**src/rtl/pw_lock_pkg.sv**
```systemverilog
// Shared types and width helpers for the pw_lock keypad code lock.
package pw_lock_pkg;

  typedef enum logic [2:0] {
    S_IDLE     = 3'd0,
    S_ENTRY    = 3'd1,
    S_UNLOCKED = 3'd2,
    S_PROGRAM  = 3'd3,
    S_LOCKOUT  = 3'd4
  } state_t;

  // Bits needed to hold values 0..val-1, never narrower than one bit.
  function automatic int clog2_min1(input int val);
    return (val <= 2) ? 1 : $clog2(val);
  endfunction

  function automatic int max_int(input int a, input int b);
    return (a > b) ? a : b;
  endfunction

endpackage

```
**src/rtl/pw_lock_timer.sv**
```systemverilog
// Load/decrement/expire down-counter shared by the unlock and lockout windows.
module pw_lock_timer #(
  parameter int WIDTH = 4
) (
  input  logic             clk,
  input  logic             rst,
  input  logic             load,
  input  logic [WIDTH-1:0] load_val,
  input  logic             run,
  output logic             expired
);

  logic [WIDTH-1:0] cnt;

  always_ff @(posedge clk or posedge rst) begin
    if (rst) begin
      cnt <= '0;
    end else if (load) begin
      cnt <= load_val;
    end else if (run && (cnt != '0)) begin
      cnt <= cnt - 1'b1;
    end
  end

  assign expired = (cnt == '0);

endmodule

```
**src/rtl/pw_lock.sv**
```systemverilog
// Parametrised keypad code lock: digit entry, timed unlock, lockout after
// repeated failures, and code re-programming while unlocked.
module pw_lock
  import pw_lock_pkg::*;
#(
  parameter int N_DIGITS       = 4,
  parameter int DIGIT_W        = 4,
  parameter logic [N_DIGITS*DIGIT_W-1:0] DEFAULT_CODE = 16'h2034,
  parameter int MAX_FAILS      = 3,
  parameter int UNLOCK_CYCLES  = 1000,
  parameter int LOCKOUT_CYCLES = 5000
) (
  input  logic                                   clk,
  input  logic                                   rst,
  input  logic                                   digit_valid,
  input  logic [DIGIT_W-1:0]                     digit,
  input  logic                                   clear,
  input  logic                                   prog,
  output logic                                   unlocked,
  output logic                                   fail,
  output logic                                   locked_out,
  output logic                                   prog_mode,
  output logic [pw_lock_pkg::clog2_min1(N_DIGITS+1)-1:0] digit_cnt
);

  localparam int CODE_W = N_DIGITS * DIGIT_W;
  localparam int CNT_W  = clog2_min1(N_DIGITS + 1);
  localparam int FCNT_W = clog2_min1(MAX_FAILS + 1);
  localparam int TMR_W  = clog2_min1(max_int(UNLOCK_CYCLES, LOCKOUT_CYCLES));

  localparam logic [CNT_W-1:0]  LAST_IDX    = CNT_W'(N_DIGITS - 1);
  localparam logic [FCNT_W-1:0] LAST_FAIL   = FCNT_W'(MAX_FAILS - 1);
  localparam logic [TMR_W-1:0]  UNLOCK_LOAD = TMR_W'(UNLOCK_CYCLES - 1);
  localparam logic [TMR_W-1:0]  LOCK_LOAD   = TMR_W'(LOCKOUT_CYCLES - 1);

  state_t              state, state_nx;
  logic [CNT_W-1:0]    cnt, cnt_nx;
  logic                miss, miss_nx;
  logic [FCNT_W-1:0]   fail_cnt, fail_cnt_nx;
  logic                fail_nx;
  logic [CODE_W-1:0]   code, code_nx;
  logic [CODE_W-1:0]   shadow, shadow_nx, shadow_shift;
  logic                digit_miss;
  logic                tmr_load, tmr_run, tmr_expired;
  logic [TMR_W-1:0]    tmr_val;

  // Digit index 0 is the first-entered digit, held in the MS field.
  function automatic logic [DIGIT_W-1:0] code_digit(input logic [CODE_W-1:0] c,
                                                    input logic [CNT_W-1:0]  idx);
    logic [CODE_W-1:0] sh;
    sh = c << (int'(idx) * DIGIT_W);
    return sh[CODE_W-1 -: DIGIT_W];
  endfunction

  assign digit_miss   = (digit != code_digit(code, cnt));
  assign shadow_shift = CODE_W'({shadow, digit});
  assign tmr_run      = (state == S_UNLOCKED) || (state == S_LOCKOUT);

  pw_lock_timer #(.WIDTH(TMR_W)) u_timer (
    .clk      (clk),
    .rst      (rst),
    .load     (tmr_load),
    .load_val (tmr_val),
    .run      (tmr_run),
    .expired  (tmr_expired)
  );

  always_comb begin
    state_nx    = state;
    cnt_nx      = cnt;
    miss_nx     = miss;
    fail_cnt_nx = fail_cnt;
    fail_nx     = 1'b0;
    code_nx     = code;
    shadow_nx   = shadow;
    tmr_load    = 1'b0;
    tmr_val     = UNLOCK_LOAD;
    unique case (state)
      S_IDLE, S_ENTRY: begin
        if (clear) begin
          state_nx = S_IDLE;
          cnt_nx   = '0;
          miss_nx  = 1'b0;
        end else if (digit_valid) begin
          // All digits are collected before judging, so the flag is sticky.
          if (cnt == LAST_IDX) begin
            cnt_nx  = '0;
            miss_nx = 1'b0;
            if (!((state == S_ENTRY && miss) || digit_miss)) begin
              state_nx    = S_UNLOCKED;
              fail_cnt_nx = '0;
              tmr_load    = 1'b1;
              tmr_val     = UNLOCK_LOAD;
            end else begin
              fail_nx     = 1'b1;
              fail_cnt_nx = fail_cnt + 1'b1;
              if (fail_cnt == LAST_FAIL) begin
                state_nx = S_LOCKOUT;
                tmr_load = 1'b1;
                tmr_val  = LOCK_LOAD;
              end else begin
                state_nx = S_IDLE;
              end
            end
          end else begin
            state_nx = S_ENTRY;
            cnt_nx   = cnt + 1'b1;
            miss_nx  = (state == S_ENTRY && miss) || digit_miss;
          end
        end
      end
      S_UNLOCKED: begin
        if (prog) begin
          state_nx = S_PROGRAM;
          cnt_nx   = '0;
        end else if (tmr_expired) begin
          state_nx = S_IDLE;
        end
      end
      S_PROGRAM: begin
        if (clear) begin
          state_nx = S_IDLE;
          cnt_nx   = '0;
        end else if (digit_valid) begin
          shadow_nx = shadow_shift;
          if (cnt == LAST_IDX) begin
            code_nx  = shadow_shift;
            state_nx = S_IDLE;
            cnt_nx   = '0;
          end else begin
            cnt_nx = cnt + 1'b1;
          end
        end
      end
      S_LOCKOUT: begin
        if (tmr_expired) begin
          state_nx    = S_IDLE;
          fail_cnt_nx = '0;
        end
      end
      default: begin
        state_nx = S_IDLE;
        cnt_nx   = '0;
        miss_nx  = 1'b0;
      end
    endcase
  end

  always_ff @(posedge clk or posedge rst) begin
    if (rst) begin
      state    <= S_IDLE;
      cnt      <= '0;
      miss     <= 1'b0;
      fail_cnt <= '0;
      fail     <= 1'b0;
      code     <= DEFAULT_CODE;
    end else begin
      state    <= state_nx;
      cnt      <= cnt_nx;
      miss     <= miss_nx;
      fail_cnt <= fail_cnt_nx;
      fail     <= fail_nx;
      code     <= code_nx;
    end
  end

  // Shadow is only read after being fully overwritten, so it needs no reset.
  always_ff @(posedge clk) begin
    shadow <= shadow_nx;
  end

  assign unlocked   = (state == S_UNLOCKED);
  assign locked_out = (state == S_LOCKOUT);
  assign prog_mode  = (state == S_PROGRAM);
  assign digit_cnt  = cnt;

endmodule
```
**config.mk**
```make
export PLATFORM = sky130hd
export DESIGN_NAME = pw_lock
export DESIGN_NICKNAME = d
export VERILOG_FILES = /design/src/rtl/pw_lock_pkg.sv /design/src/rtl/pw_lock_timer.sv /design/src/rtl/pw_lock.sv
export SDC_FILE = /design/constraint.sdc
export NUM_CORES = 1
export LEC_CHECK = 0
export ABC_AREA = 1
export CAP_MARGIN = 20
export CORE_UTILIZATION = 45
export CTS_BUF_LIST = sky130_fd_sc_hd__clkbuf_4 sky130_fd_sc_hd__clkbuf_8 sky130_fd_sc_hd__clkbuf_16
export DETAILED_ROUTE_END_ITERATION = 8
export GPL_TIMING_DRIVEN = 0
export PLACE_DENSITY = 0.75
export SKIP_CTS_REPAIR_TIMING = 1
export SYNTH_ARGS = -nofsm -noshare
export SYNTH_HDL_FRONTEND = slang
export SYNTH_SLANG_ARGS = --single-unit
```
**constraint.sdc**
```tcl
create_clock -name clk -period 2.9 [get_ports clk]
set_clock_uncertainty 0.2 [all_clocks]
set_input_delay 0.58 -clock clk [delete_from_list [all_inputs] [get_ports clk]]
set_output_delay 0.58 -clock clk [all_outputs]
set_load 0.01 [all_outputs]
```
# [After elaboration in Yosys (flattened, before gate mapping)]
# Index checks and enable logic that the tools add are counted.
[totals] memories=0 reg_bits=51 out_inout_bits=7 rom_bits=0 inputBits=9 ramBits=0 word_cells=94 latchBits=0
[classes] reduce_logical=18 n_div=0 eq_ne=16 bitwise_logic=3 n_mul=0 shifts=1 n_lt_le_gt_ge=0 n_addsub=3 mux=45
[ops] op="13-bit two-way mux" n=8
[ops] op="3-bit two-way mux" n=14
[ops] op="16-bit by 5-bit left shift with 16-bit output" n=1
[ops] op="1-bit two-way mux" n=14
[ops] op="13-bit logical NOT" n=1
[ops] op="13-bit nonzero test" n=1
[ops] op="13-bit by 1-bit subtractor with 13-bit output, second input constant" n=1
[ops] op="3-bit case mux with 4 select lines" n=1
[ops] op="2-bit two-way mux" n=5
[ops] op="3-bit by 2-bit == test with 1-bit output, second input constant" n=3
[ops] op="3-bit case mux with 3 select lines" n=1
[ops] op="3-bit AND reduction" n=3
[ops] op="2-bit != test, second input constant" n=4
[ops] op="3-bit != test, second input constant" n=2
[ops] op="3-bit OR reduction" n=2
[ops] op="5-bit AND reduction" n=1
[ops] op="4-bit != test" n=1
[ops] op="2-bit case mux with 2 select lines" n=1
[ops] op="4-bit AND reduction" n=1
[ops] op="2-bit nonzero test" n=2
[ops] op="3-bit by 1-bit adder with 3-bit output, second input constant" n=1
[ops] op="3-bit by 1-bit == test with 1-bit output, second input constant" n=1
[ops] op="3-bit == test, second input constant" n=1
[ops] op="3-bit logical NOT" n=1
[ops] op="11 further kinds" n=15

# [Depth between registers and ports, before layout]
# Gate-level depths: netlist of the first run.
[logic_depth] ltp_word=9 ltp_mapped=14 depth_no_buf=13

# [Cells and area by module]
# Synthesis of the first run repeated with hierarchy kept, for this count alone.
[unflattened] hier_cells=359 hier_area_um2=2836.5
[by_module_without_submodules] mod="pw_lock" seq_area_each_um2=1016.0 cells_per_inst=220 instances=1 area_each_um2=1894.3
[by_module_without_submodules] mod="pw_lock_timer" seq_area_each_um2=325.3 cells_per_inst=139 instances=1 area_each_um2=942.2

# [Worst setup path after synthesis of the first run]
# No wires, ideal clock.
[synth_path] path_type="input port to flip-flop" start="input port digit_valid" end="register code[6]" t_arrival_ns=1.942 setup_ns=0.125 required_ns=2.575 cell_stages=5 path_slack_ns=0.632 n_path_buf=1 cell_sequence="inv_1 -> nor3_2 -> nand2_1 -> buf_2 -> mux2_4"
[synth_via] elab_chain_len=1
[synth_rtl] element="from (decl)" line="pw_lock.sv:15" source="input logic digit_valid,"
[synth_rtl] element="4-bit AND reduction (no source line)"
[synth_rtl] element="to (signal assigned)" line="pw_lock.sv:163" source="code <= code_nx;"
[synth_rtl] element="to (decl)" line="pw_lock.sv:41" source="logic [CODE_W-1:0] code, code_nx;"
# Every way passes these cells.
# A chain may end at the register's enable or synchronous reset.

# [Worst setup path in the final report of the first run]
# Same ends and word-level chain as after synthesis.

==> impl_metrics.toml, run 1 <==
[status]
outcome = "finished clean"

[placement]
placed_cells = 391
port_buffers = 15
gp_congestion = 0.8394
dpl.hpwl_mm = 3.629

[die]
initial_utilization = 0.4693
die_area_mm2 = 0.006086
io_pins = 16
core_area_mm2 = 0.005540
fp.dieW_um = 78.01
die_h_um = 78.01
rows = 27

[worst_hold_path]
min_path_type = "reg2reg"
worstHoldStart = "shadow[3]"

[synth]
syn_nets = 316
synth-main-ff-cell = "dfrtp_1"
synth.distinct_cells = 35
synth_edf_count = 12
yosysWarnings = 0
netlist_area_mm2 = 0.002600
postSynth.asyncResetShare = 0.7647
syn_area_per_cell_um2 = 8.553
ys_seq_area_frac = 0.5159
netlist_instances = 304
ys_ff_latch = 51

[route]
dr_wl_met2_mm = 2.380
drt_first_pass_iters = 4
wl_met1_mm = 2.428
wl_met3_um = 162
antenna_left = 0
drc_errors = 0
top_layer = "met4"
routedWlPerCell_um = 12.62
vias = 2023
drt_iter0_drc = 132
wl_mm = 5.035
vias_per_cell = 5.070

[global_routing]
grt.overflow.total = 0
grt_start_max_net_pins = 40
grt_antenna_before_repair = 0
track_usage = 0.1817
first_global_vias = 1901
grt_pass1_wl_mm = 8.604

[cts]
clk_pin_slew_ns = 0.09
cts_buffers = 5
clock-sinks = 51
cts-htree-levels = 2
cts_buffer_depth = 2
clk_latency_ns = 0.31
ctsRootBufferMaster = "clkbuf_8"
cts_tree = "yes"

[critical_path]
cp.arrival_ns = 2.54
rr_startpoint = "state[2]"
startpoint_type = "input port"
crit_required_ns = 2.91
path_class = "in2reg"
cp-end-kind = "flip-flop"
crit_fanout = 13
crit_start = "digit_valid"

[power_and_ir_drop]
pwr-share-seq = 0.538
power_density_mw_per_mm2 = 542.9
combPwrFrac = 0.187
p_leak_nw = 1.395
clkPwrFrac = 0.275
irDropWorstVdd_mv = 0.3021
switching_share = 0.3017
p_int_mw = 1.116
p_sw_mw = 0.4824

[sta]
layout_min_cycle_time_ns = 2.536
clock.fmax_ghz = 0.3943
setup_violations = 0
worstMarginPinSlew_ns = 0.8089
maxSlewViolCount = 0
finalHoldWorstSlack_ns = 0.2559
relSlewSlack = 0.4600
hold_viol = 0
rsz0062_at_grt = "no"
min_period_over_period = 0.8744

[flow_run]
maxCapViolCount = 0

[final_layout]
antenna_cells = 0
final_cells = 399
area_delta_synth_final_pct = 13.28
drive_gt1_frac = 0.1009
fin_nets = 338
cell usage in the layout (no fill, tap or decap), types with 2 or more instances in the layout:
cell             instances
edfxtp_1                12
buf_6                    3
o21ai_1                  4
ha_1                     3
inv_1                   43
dfrtp_1                 35
nand3_2                  2
nand2_1                 68
dfstp_2                  4
buf_2                    2
xnor2_1                  5
nand2_2                  2
nand3_1                 22
clkbuf_8                 6
a21oi_1                 17
o21ai_0                 15
nand4_1                 11
clkdlybuf4s50_1         15
xor2_1                   3
nor2_1                  33
nor2_4                   3
state kept, by name (all words and copies together) (netlist names):
| register | count |
|---|---|
| fail | 1 |
| state | 3 |
| miss | 1 |
| shadow | 12 |
| digit_cnt | 3 |
| u_timer.cnt | 13 |
| code | 16 |
| fail_cnt | 2 |
synth_stat cells (all sizes together), types with 4 or more instances:
cell	count	share of area
dfstp	4	0.040
nand2	70	0.10
nor2	37	0.063
buf	5	0.017
o21ai	19	0.037
nand3	24	0.050
a21oi	17	0.033
nand4	12	0.035
xnor2	5	0.017
inv	46	0.069
dfrtp	35	0.34
edfxtp	12	0.14
worst max-delay path: stages:
cell	delay, ns
clkdlybuf4s50_1	0.45
inv_1	0.12
nor3_4	0.58
nand2_1	0.23
buf_2	0.26
mux2_4	0.31
final cells by class:
cell class | count | area, um2
flip-flops and latches | 51 | 1341
inverters | 46 | 180.2
fillers | 534 | 2595
clock inverters | 2 | 16.27
well taps | 72 | 90.09
plain buffers | 6 | 47.55
multi-input cells | 201 | 1037
repair buffers | 15 | 150.1
clock buffers | 6 | 82.58
path summary, 6_finish.rpt:
kind                             endpoint  slack [ns]  cells after the start
setup reg to reg                  code[6]        0.51                      6
hold reg to reg                 shadow[7]        0.26                      0
max in group asynchronous         code[0]        1.45                      2
hold / removal                  shadow[7]        0.26                      0
setup / recovery                  code[6]        0.36                      6
min in group asynchronous  u_timer.cnt[1]        0.55                      2
cell families after synthesis:
logic type                 Yosys count  synth area share
AOI/OAI and AO/OA                   40           0.08085
xor gates and xnor gates             8           0.02695
adders and majority gates            3           0.01444
buffers and inverters               52           0.08758
DFF                                 51            0.5159
muxes                                2           0.01010
and+or+nand+nor                    148            0.2642
power groups by stage:
stage | Combinational, mW | Clock, mW | Sequential [mW]
after floorplan | 0.226 | 0 | 0.859
after global placement | 0.291 | 0 | 0.869
after detailed placement | 0.302 | 0 | 0.873
after CTS | 0.303 | 0.451 | 0.859
after global routing | 0.343 | 0.481 | 0.868
final | 0.299 | 0.440 | 0.860
stage by stage:
step / util / TNS [ns] / instance area, um2 / total power, mW / setup WS [ns]
floorplan: - / 0 / 2600 / 1.085 / 0.6324
global route: 0.5316 / 0 / 2945 / 1.693 / 0.2210
CTS: 0.5305 / 0 / 2939 / 1.613 / 0.03543
global placement: 0.5126 / -2.929 / 2840 / 1.160 / -0.2714
detailed placement: 0.5126 / -3.630 / 2840 / 1.175 / -0.2984
finish: 0.5316 / 0 / 2945 / 1.599 / 0.3642
routing by layer:
layer	global-route usage	up-vias
met5	0	-
met4	0.05926	0
met3	0.05233	8
met2	0.2867	22
met1	0.2410	967
li1	-	1026
Note: power is estimated with default switching activity, not from simulation.
==> inputs of run 2 (changes only) <==
Settings changed: CORE_UTILIZATION 45 to 41, GPL_ROUTABILITY_DRIVEN set to 1, PLACE_DENSITY 0.75 to 0.71.
Clock period 2.9 ns to 3.19 ns, I/O delays scaled along.
==> run 2 against run 1 <==
Net effect: highest routed layer unchanged; wire length shrank 1.0%; die area grew 9.5%; setup slack improved by 0.33 ns; combinational power decreased by 9.7%; clock power shrank 16%; sequential share of layout area about the same; register-to-register slack better by 0.49 ns; final cell count rose by 1.0%; clock-buffer cell count shrank 1; utilization shrank 4.3 points.
==> impl_metrics.toml, run 2 (synthesis results as in run 1) <==
[status]
outcome = "finished clean"

[final_layout]
antenna_cells = 0
reg_top3 = "code: 16 flops, u_timer.cnt: 13 flops, shadow: 12 flops"
final_cells = 403
layout_common_cells = "nand2_1 (68), inv_1 (43), dfrtp_1 (35)"
largest_register_ffs = 16
fin_nets = 339
final_common_cell = "nand2_1"
area_delta_synth_final_pct = 13.23
regMostFlops = "code"
fin_util = 0.4886
drive_gt1_frac = 0.1006

[critical_path]
path_common_cell = "inv_1"
crit_required_ns = 2.35
path_class = "reg2out"
path_cells = "inv_1 -> nand3_1 -> inv_1 -> clkdlybuf4s50_1"
cp.arrival_ns = 1.66
startpoint_type = "flip-flop"
crit_slowest_cell = "clkdlybuf4s50_1"
critPathMaxStageDelay_ns = 0.54
cp-end-kind = "primary output"
crit_fanout = 5

[placement]
gp_congestion = 0.8256
dpl.hpwl_mm = 3.574
placed_cells = 394
dpl_worst_slack_ns = -0.05062
port_buffers = 15

[die]
fp.dieW_um = 81.64
initial_utilization = 0.4315
io_pins = 16
die_h_um = 81.64
core_area_mm2 = 0.006026
rows = 28
die_area_mm2 = 0.006664

[route]
wl_mm = 4.983
vias = 2017
routedWlPerCell_um = 12.36
vias_per_cell = 5.005
drc_errors = 0
drt_first_pass_iters = 4
drt_iter0_drc = 79
antenna_left = 0

[global_routing]
grt_pass1_wl_mm = 8.638
first_global_vias = 1898
grt_start_max_net_pins = 40
track_usage = 0.1712
grt.overflow.total = 0
grt_antenna_before_repair = 0

[sta]
relSlewSlack = 0.4578
setup_violations = 0
layout_min_cycle_time_ns = 2.499
clock.fmax_ghz = 0.4001
rsz0062_at_grt = "no"
fin_ws_ns = 0.6909
worstMarginPinSlew_ns = 0.8122
maxSlewViolCount = 0
min_period_over_period = 0.7834
finalHoldWorstSlack_ns = 0.2607
setup_tns_ns = 0
hold_viol = 0

[power_and_ir_drop]
p_leak_nw = 1.393
pwr-share-seq = 0.550
switching_share = 0.3022
clkPwrFrac = 0.260
power_density_mw_per_mm2 = 482.2
p_sw_mw = 0.4291
irDropWorstVdd_mv = 0.2663
p_int_mw = 0.9905
combPwrFrac = 0.190

[worst_hold_path]
min_path_type = "reg2reg"

[cts]
cts-htree-levels = 2
cts_buffer_depth = 2
cts_tree = "yes"
ctsRootBufferMaster = "clkbuf_8"
clk_latency_ns = 0.31
cts_buffers = 5
clk_pin_slew_ns = 0.10
clock-sinks = 51

[flow_run]
maxCapViolCount = 0
==> run 2: path summary, 6_finish.rpt <==
path	depth (start not counted)	endpoint	slack, ns	from
min reg2reg	0	shadow[6]	0.26	shadow[2]
max	4	locked_out	0.69	state[0]
min	0	shadow[6]	0.26	shadow[2]
max reg2reg	9	u_timer.cnt[11]	1.00	digit_cnt[1]
min in group asynchronous	2	u_timer.cnt[2]	0.60	rst
max in group asynchronous	2	miss	1.67	rst
==> run 2: layout make-up <==
cell class	instances	area, um2
buffer	6	47.55
clock buffer	5	68.82
clock inverter	3	20.02
fill	567	3082
inverter	46	180.2
multi-input combinational	201	1031
sequential	51	1341
tap	75	93.84
timing repair buffer	16	161.4
==> run 2: routing by layer <==
metal,vias up,global-route usage,share of wire
li1,1032,-,-
met1,950,0.2300,0.50
met2,28,0.2758,0.46
met3,7,0.04000,0.032
met4,0,0.04737,0.011
met5,-,0,0
==> run 2: worst max-delay path: cells and delay by family (launching register included) <==
family,cells,cell delay (ns)
buf+inv,3,0.82
flops,1,0.39
simple gates,1,0.15
==> run 2: through the flow <==
step	total power [mW]	instance area, um2
floorplan	0.9866	2600
global placement	1.056	2844
detailed placement	1.063	2844
CTS	1.437	2933
global route	1.520	2944
finish	1.420	2944
==> run 2: power groups by stage <==
stage	clock (mW)	sequential, mW	combinational [mW]
6_report	0.369	0.781	0.270
5_1_grt	0.417	0.789	0.313
3_3_place_gp	0	0.791	0.265
2_1_floorplan	0	0.781	0.205
3_5_place_dp	0	0.792	0.271
4_1_cts	0.385	0.780	0.272
==> inputs of run 3 (changes only) <==
Clock period 3.19 ns to 2.3 ns, I/O delays scaled along.
==> run 3 against run 2 <==
Net effect: clock power increased by 39%; global-route usage unchanged; setup slack got worse by 0.59 ns; non-clock buffer count increased by 1; flip-flop and latch count unchanged; final cell count increased by 0.25%.
==> impl_metrics.toml, run 3 (synthesis results as in run 1) <==
[status]
outcome = "finished clean"

[final_layout]
drive_gt1_frac = 0.1277
antenna_cells = 0
fillCellCount = 561
fin_nets = 340
final_common_cell = "nand2_1"
regMostFlops = "code"
multi_input_comb_area_mm2 = 0.001054
layout_common_cells = "nand2_1 (67), inv_1 (42), nor2_1 (32), dfrtp_1 (32), nand3_1 (20)"
seqCellArea_mm2 = 0.001345
reg_top3 = "code: 16 flops, u_timer.cnt: 13 flops, shadow: 12 flops"
largest_register_ffs = 16
final_area_mm2 = 0.002983
area_delta_synth_final_pct = 14.73

[sta]
min_period_over_period = 0.9561
layout_min_cycle_time_ns = 2.199
fin_ws_ns = 0.1010
hold_viol = 0
relSlewSlack = 0.4502
setup_tns_ns = 0
rsz0062_at_grt = "no"
worstMarginPinSlew_ns = 0.8235
clock.fmax_ghz = 0.4547
maxSlewViolCount = 0
setup_violations = 0

[critical_path]
r2r_cells = 11
crit_end = "unlocked"
crit_required_ns = 1.64
crit_fanout = 6
r2r_end = "u_timer.cnt[10]"
cp.arrival_ns = 1.54
rr_startpoint = "u_timer.cnt[0]"
path_cells = "inv_1 -> nand3_4 -> inv_1 -> clkdlybuf4s50_1"
crit_start = "state[2]"
path_common_cell = "inv_1"
critPathMaxStageDelay_ns = 0.52
startpoint_type = "flip-flop"
path_class = "reg2out"
cp-end-kind = "primary output"
reg2reg_slack_ns = 0.18
crit_slowest_cell = "clkdlybuf4s50_1"

[cts]
cts-htree-levels = 2
clk_pin_slew_ns = 0.09
clock-sinks = 51
cts_buffers = 5
clk_latency_ns = 0.31
cts_tree = "yes"
ctsRootBufferMaster = "clkbuf_8"
cts_buffer_depth = 2

[route]
drt_iter0_drc = 84
vias_per_cell = 5.020
routedWlPerCell_um = 12.54
wl_mm = 5.065
antenna_left = 0
drc_errors = 0
vias = 2028
drt_first_pass_iters = 4

[worst_hold_path]
worstHoldStart = "shadow[2]"
min_path_type = "reg2reg"
hold_depth = 0

[global_routing]
grt_start_max_net_pins = 40
track_usage = 0.1712
grt.overflow.total = 0
first_global_vias = 1898
grt_antenna_before_repair = 0
grt_pass1_wl_mm = 8.638

[die]
die_h_um = 81.64
initial_utilization = 0.4315
io_pins = 16
core_area_mm2 = 0.006026
fp.dieW_um = 81.64
rows = 28
die_area_mm2 = 0.006664

[placement]
dpl_worst_slack_ns = -0.7626
dpl_cell_area_mm2 = 0.002844
port_buffers = 15
dpl.hpwl_mm = 3.574
gp_congestion = 0.8256

[power_and_ir_drop]
power_mw = 1.975
power_density_mw_per_mm2 = 662.1
p_leak_nw = 1.432
irDropWorstVdd_mv = 0.3592

[flow_run]
maxCapViolCount = 0
## run 3: changes by cell type in the layout (fill, tap and decap cells not counted), moves of 2 or more
cell             before  now
dlymetal6s2s_1        0    2
dfrtp_1              35   32
clkdlybuf4s50_1      15   13
dfrtp_2               0    3
nand3_1              22   20
## run 3: stage by stage
stage               hold slack [ns]  utilization  instances
global placement             0.2323       0.4720        394
detailed placement           0.2430       0.4720        394
floorplan                    0.2266            -        304
CTS                          0.2656       0.4867        402
finish                       0.2598       0.4950        404
global route                 0.2752       0.4950        404
## run 3: per-layer routing
metal	track usage	routed length (um)
met1	0.2300	2483
met2	0.2758	2377
met3	0.04000	165
met4	0.04737	39
met5	0	0
## run 3: worst max-delay path, delay by kind of cell, from the launching register on
family | cells | cell delay (ns)
buffers and inverters | 3 | 0.69
and+or+nand+nor | 1 | 0.09
DFF | 1 | 0.45
## run 3: final cells by class
class,count,area share
Buffer,6,0.01594
Timing Repair Buffer,17,0.05831
Multi-Input combinational cell,201,0.3532
Inverter,46,0.06040
Clock buffer,5,0.02307
Clock inverter,3,0.006711
Sequential cell,51,0.4509
Tap cell,75,0.03146
## run 3: power by group
part	switching (mW)	internal, mW	leakage [nW]
logic	0.218	0.161	0.847
clock network	0.300	0.213	0.0418
registers	0.0814	1.00	0.543
## run 3: worst min path at each step
stage	slack, ns	to
3_3_place_gp	0.23	shadow[11]
6_report	0.26	shadow[6]
5_1_grt	0.28	shadow[11]
4_1_cts	0.27	shadow[6]
2_1_floorplan	0.23	shadow[6]
3_5_place_dp	0.24	shadow[7]
==> RTL change (flow settings as in run 1) <==
Encoding of `state_t`: now one-hot (5 bits for 5 states).
--- a/src/rtl/pw_lock_pkg.sv
+++ b/src/rtl/pw_lock_pkg.sv
@@ -1,12 +1,12 @@
 // Shared types and width helpers for the pw_lock keypad code lock.
 package pw_lock_pkg;
 
-  typedef enum logic [2:0] {
-    S_IDLE     = 3'd0,
-    S_ENTRY    = 3'd1,
-    S_UNLOCKED = 3'd2,
-    S_PROGRAM  = 3'd3,
-    S_LOCKOUT  = 3'd4
+  typedef enum logic [4:0] {
+    S_IDLE     = 5'b00001,
+    S_ENTRY    = 5'b00010,
+    S_UNLOCKED = 5'b00100,
+    S_PROGRAM  = 5'b01000,
+    S_LOCKOUT  = 5'b10000
   } state_t;
 
   // Bits needed to hold values 0..val-1, never narrower than one bit.
Check against the original RTL: no difference found for any inputs over 10 cycles, from zero or initial values and one cycle with rst high; not proved beyond that.
==> RTL change against run 1 <==
  * Global-route usage is 0.10 points higher
  * Sequential cell count is 2 higher
  * Final area is 6.2% higher
  * Critical path type is now reg -> out
  * Power is 17% higher
  * Synthesized area is 7.3% higher
  * Setup slack worse by 0.079 ns
  * Cell count is 5.0% higher
  * Fmax is 3.0% lower
  * Highest routed layer unchanged
  * Worst hold slack better by 0.0070 ns
  * Routed wire length is 4.7% higher
==> RTL change: results (changes against run 1) <==
Routing
  – ANT nets after route: 0 (unchanged)
  – Initial drt markers: 105 (-20%)
  – Router iterations before antenna repair: 4 (unchanged)
  – Aggregate routed wire length: 5270 um (+4.7%)
  – Vias per inst: 5.09 (+0.31%)

Setup path
  – Crit path arrival time: 1.83 ns (-0.71 ns)
  – Reg-to-Reg Start: digit_cnt[1]$_DFFE_PP0P_
  – Worst r2r dst: code[5]$_DFFE_PP1P_
  – Reg2Reg Depth: 9 (+3)
  – Worst-path maximum fanout: 6 (-7)
  – Flop-to-flop setup slack: 0.71 ns (+0.20 ns)

Power
  – VDD IR max: 0.401 mV (+33%)
  – P_int: 1210 uW (+8.4%)
  – LEAKAGE: 0.00147 uW (+5.4%)

Yosys
  – Top cells by count, synth: nand2_1, inv_1, nor2_1
  – Post-synth cell types: 42 (+20%)
  – Post-synthesis sequential area ratio: 49.9% (-1.7 points)
  – FFs w/ async S/R, synth: 77.4% (+0.89 points)
  – Top_reg_cell synth: dfrtp_1
  – Post-synth EDFFs: 12 (unchanged)
  – Yosys warns: 0 (unchanged)
  – Mapped Nets: 333 (+5.4%)
  – Area contributors post-synth: dfrtp_1, edfxtp_1, nand2_1

Hold path
  – Hold Path Class: reg -> reg
  – Min-Delay Endpoint: shadow[10]$_DFFE_PP_
  – Hold Startpoint: shadow[6]$_DFFE_PP_
  – Worst hold path stage count: 0 (unchanged)

Status
  – Status: finished, final reports clean

Cells and area
  – Layout Nets: 355 (+5.0%)
  – Fillers: 556 (+4.1%)
  – Top flop regs: code (16), u_timer.cnt (13), shadow (12)
  – Fraction of layout instances using a drive strength above 1: 15.1% (+5.0 points)

Timing
  – Final Hold Slack: 0.263 ns (+0.00699 ns)
  – Hold Vio Cnt, Final: 0 (unchanged)
  – Relative slew margins: 43.3% (-2.7 points)

Global route
  – Initial antenna violation count: 0 (unchanged)
  – Vias in the first global route: 2075 (+9.2%)
  – GRT Util Overall: 18.3% (+0.10 points)
  – Pin count of the biggest net entering global routing: 42 (+5.0%)
  – Global-route wire length before repair: 9240 um (+7.4%)

Placement
  – GP Congestion: 0.831 (-0.98%)
  – HPWL Detailed: 3820 um (+5.4%)
  – PortBufs: 15 (unchanged)

Clock tree
  – Reg clk slew, reported paths: 0.10 ns
  – Clock Tree Root: clkbuf_8
  – Worst skew pair latency: 0.30 ns
  – Max Buffers Root-to-Sink: 2 (unchanged)
  – Cts bufs inserted: 5 (unchanged)
## RTL change: worst max-delay path: stages (launching register included)
cell and delay, ns:
dfrtp_1 0.39, inv_1 0.09, nand2_1 0.11, nor4_4 0.32
clkdlybuf4s50_1 0.62
## RTL change: final cells by class
cell class                      count  area share (%)
Clock buffer                        5            2.20
Sequential cell                    53            44.5
Clock inverter                      3           0.800
Tap cell                           75            3.00
Inverter                           49            6.12
Buffer                              5            1.28
Timing Repair Buffer               15            4.80
Multi-Input combinational cell    214            37.3
## RTL change: layer usage
layer / up-vias / wire [um] / part of all wire, % / GRT usage, %
li1: 1077 / - / - / -
met1: 1025 / 2470 / 47 / 23.9
met2: 27 / 2640 / 50 / 31.9
met3: 2 / 136 / 2.6 / 3.60
met4: 0 / 19 / 0.36 / 2.86
met5: - / 0 / 0 / 0
## RTL change: cells by family (layout without fill, tap and decap cells)
family / Yosys count / in the layout / share of synthesized area [%]
AO/OA/AOI/OAI: 37 / 37 / 7.49
XOR/XNOR: 7 / 7 / 2.20
adder cells (fa/ha/maj): 3 / 3 / 1.35
buffers and inverters: 54 / 77 / 8.30
flip-flops: 53 / 53 / 49.9
multiplexers: 3 / 3 / 1.21
AND/OR/NAND/NOR: 164 / 164 / 29.6
## RTL change: power groups by stage
stage	Clock [uW]	Combinational, uW	Sequential (uW)
finish	437	559	872
global route	486	638	879
CTS	454	559	873
detailed placement	0	557	887
global placement	0	539	886
floorplan	0	427	881
## RTL change: worst max-delay path by stage
stage | startpoint | to | slack, ns | cells past startpoint
floorplan | u_timer.cnt[0]$_DFFE_PP0P_ | u_timer.cnt[11]$_DFFE_PP0P_ | 0.98 | 12
global placement | rst | u_timer.cnt[12]$_DFFE_PP0P_ | 0.27 | 2
detailed placement | digit_valid | code[4]$_DFFE_PP1P_ | 0.46 | 7
CTS | state[1]$_DFFE_PP0P_ | prog_mode | 0.29 | 4
global route | state[1]$_DFFE_PP0P_ | prog_mode | 0.21 | 4
finish | state[1]$_DFFE_PP0P_ | prog_mode | 0.29 | 4
## RTL change: through the flow
| stage | cells | instance area (sq um) | worst slack (ns) | util (%) |
|---|---|---|---|---|
| after detailed placement | 411 | 3030 | 0.457 | 50.9 |
| final | 419 | 3130 | 0.285 | 52.5 |
| after CTS | 419 | 3130 | 0.292 | 52.5 |
| after global placement | 411 | 3030 | 0.269 | 50.9 |
| after floorplan | 321 | 2790 | 0.977 | - |
| after global routing | 419 | 3130 | 0.209 | 52.5 |
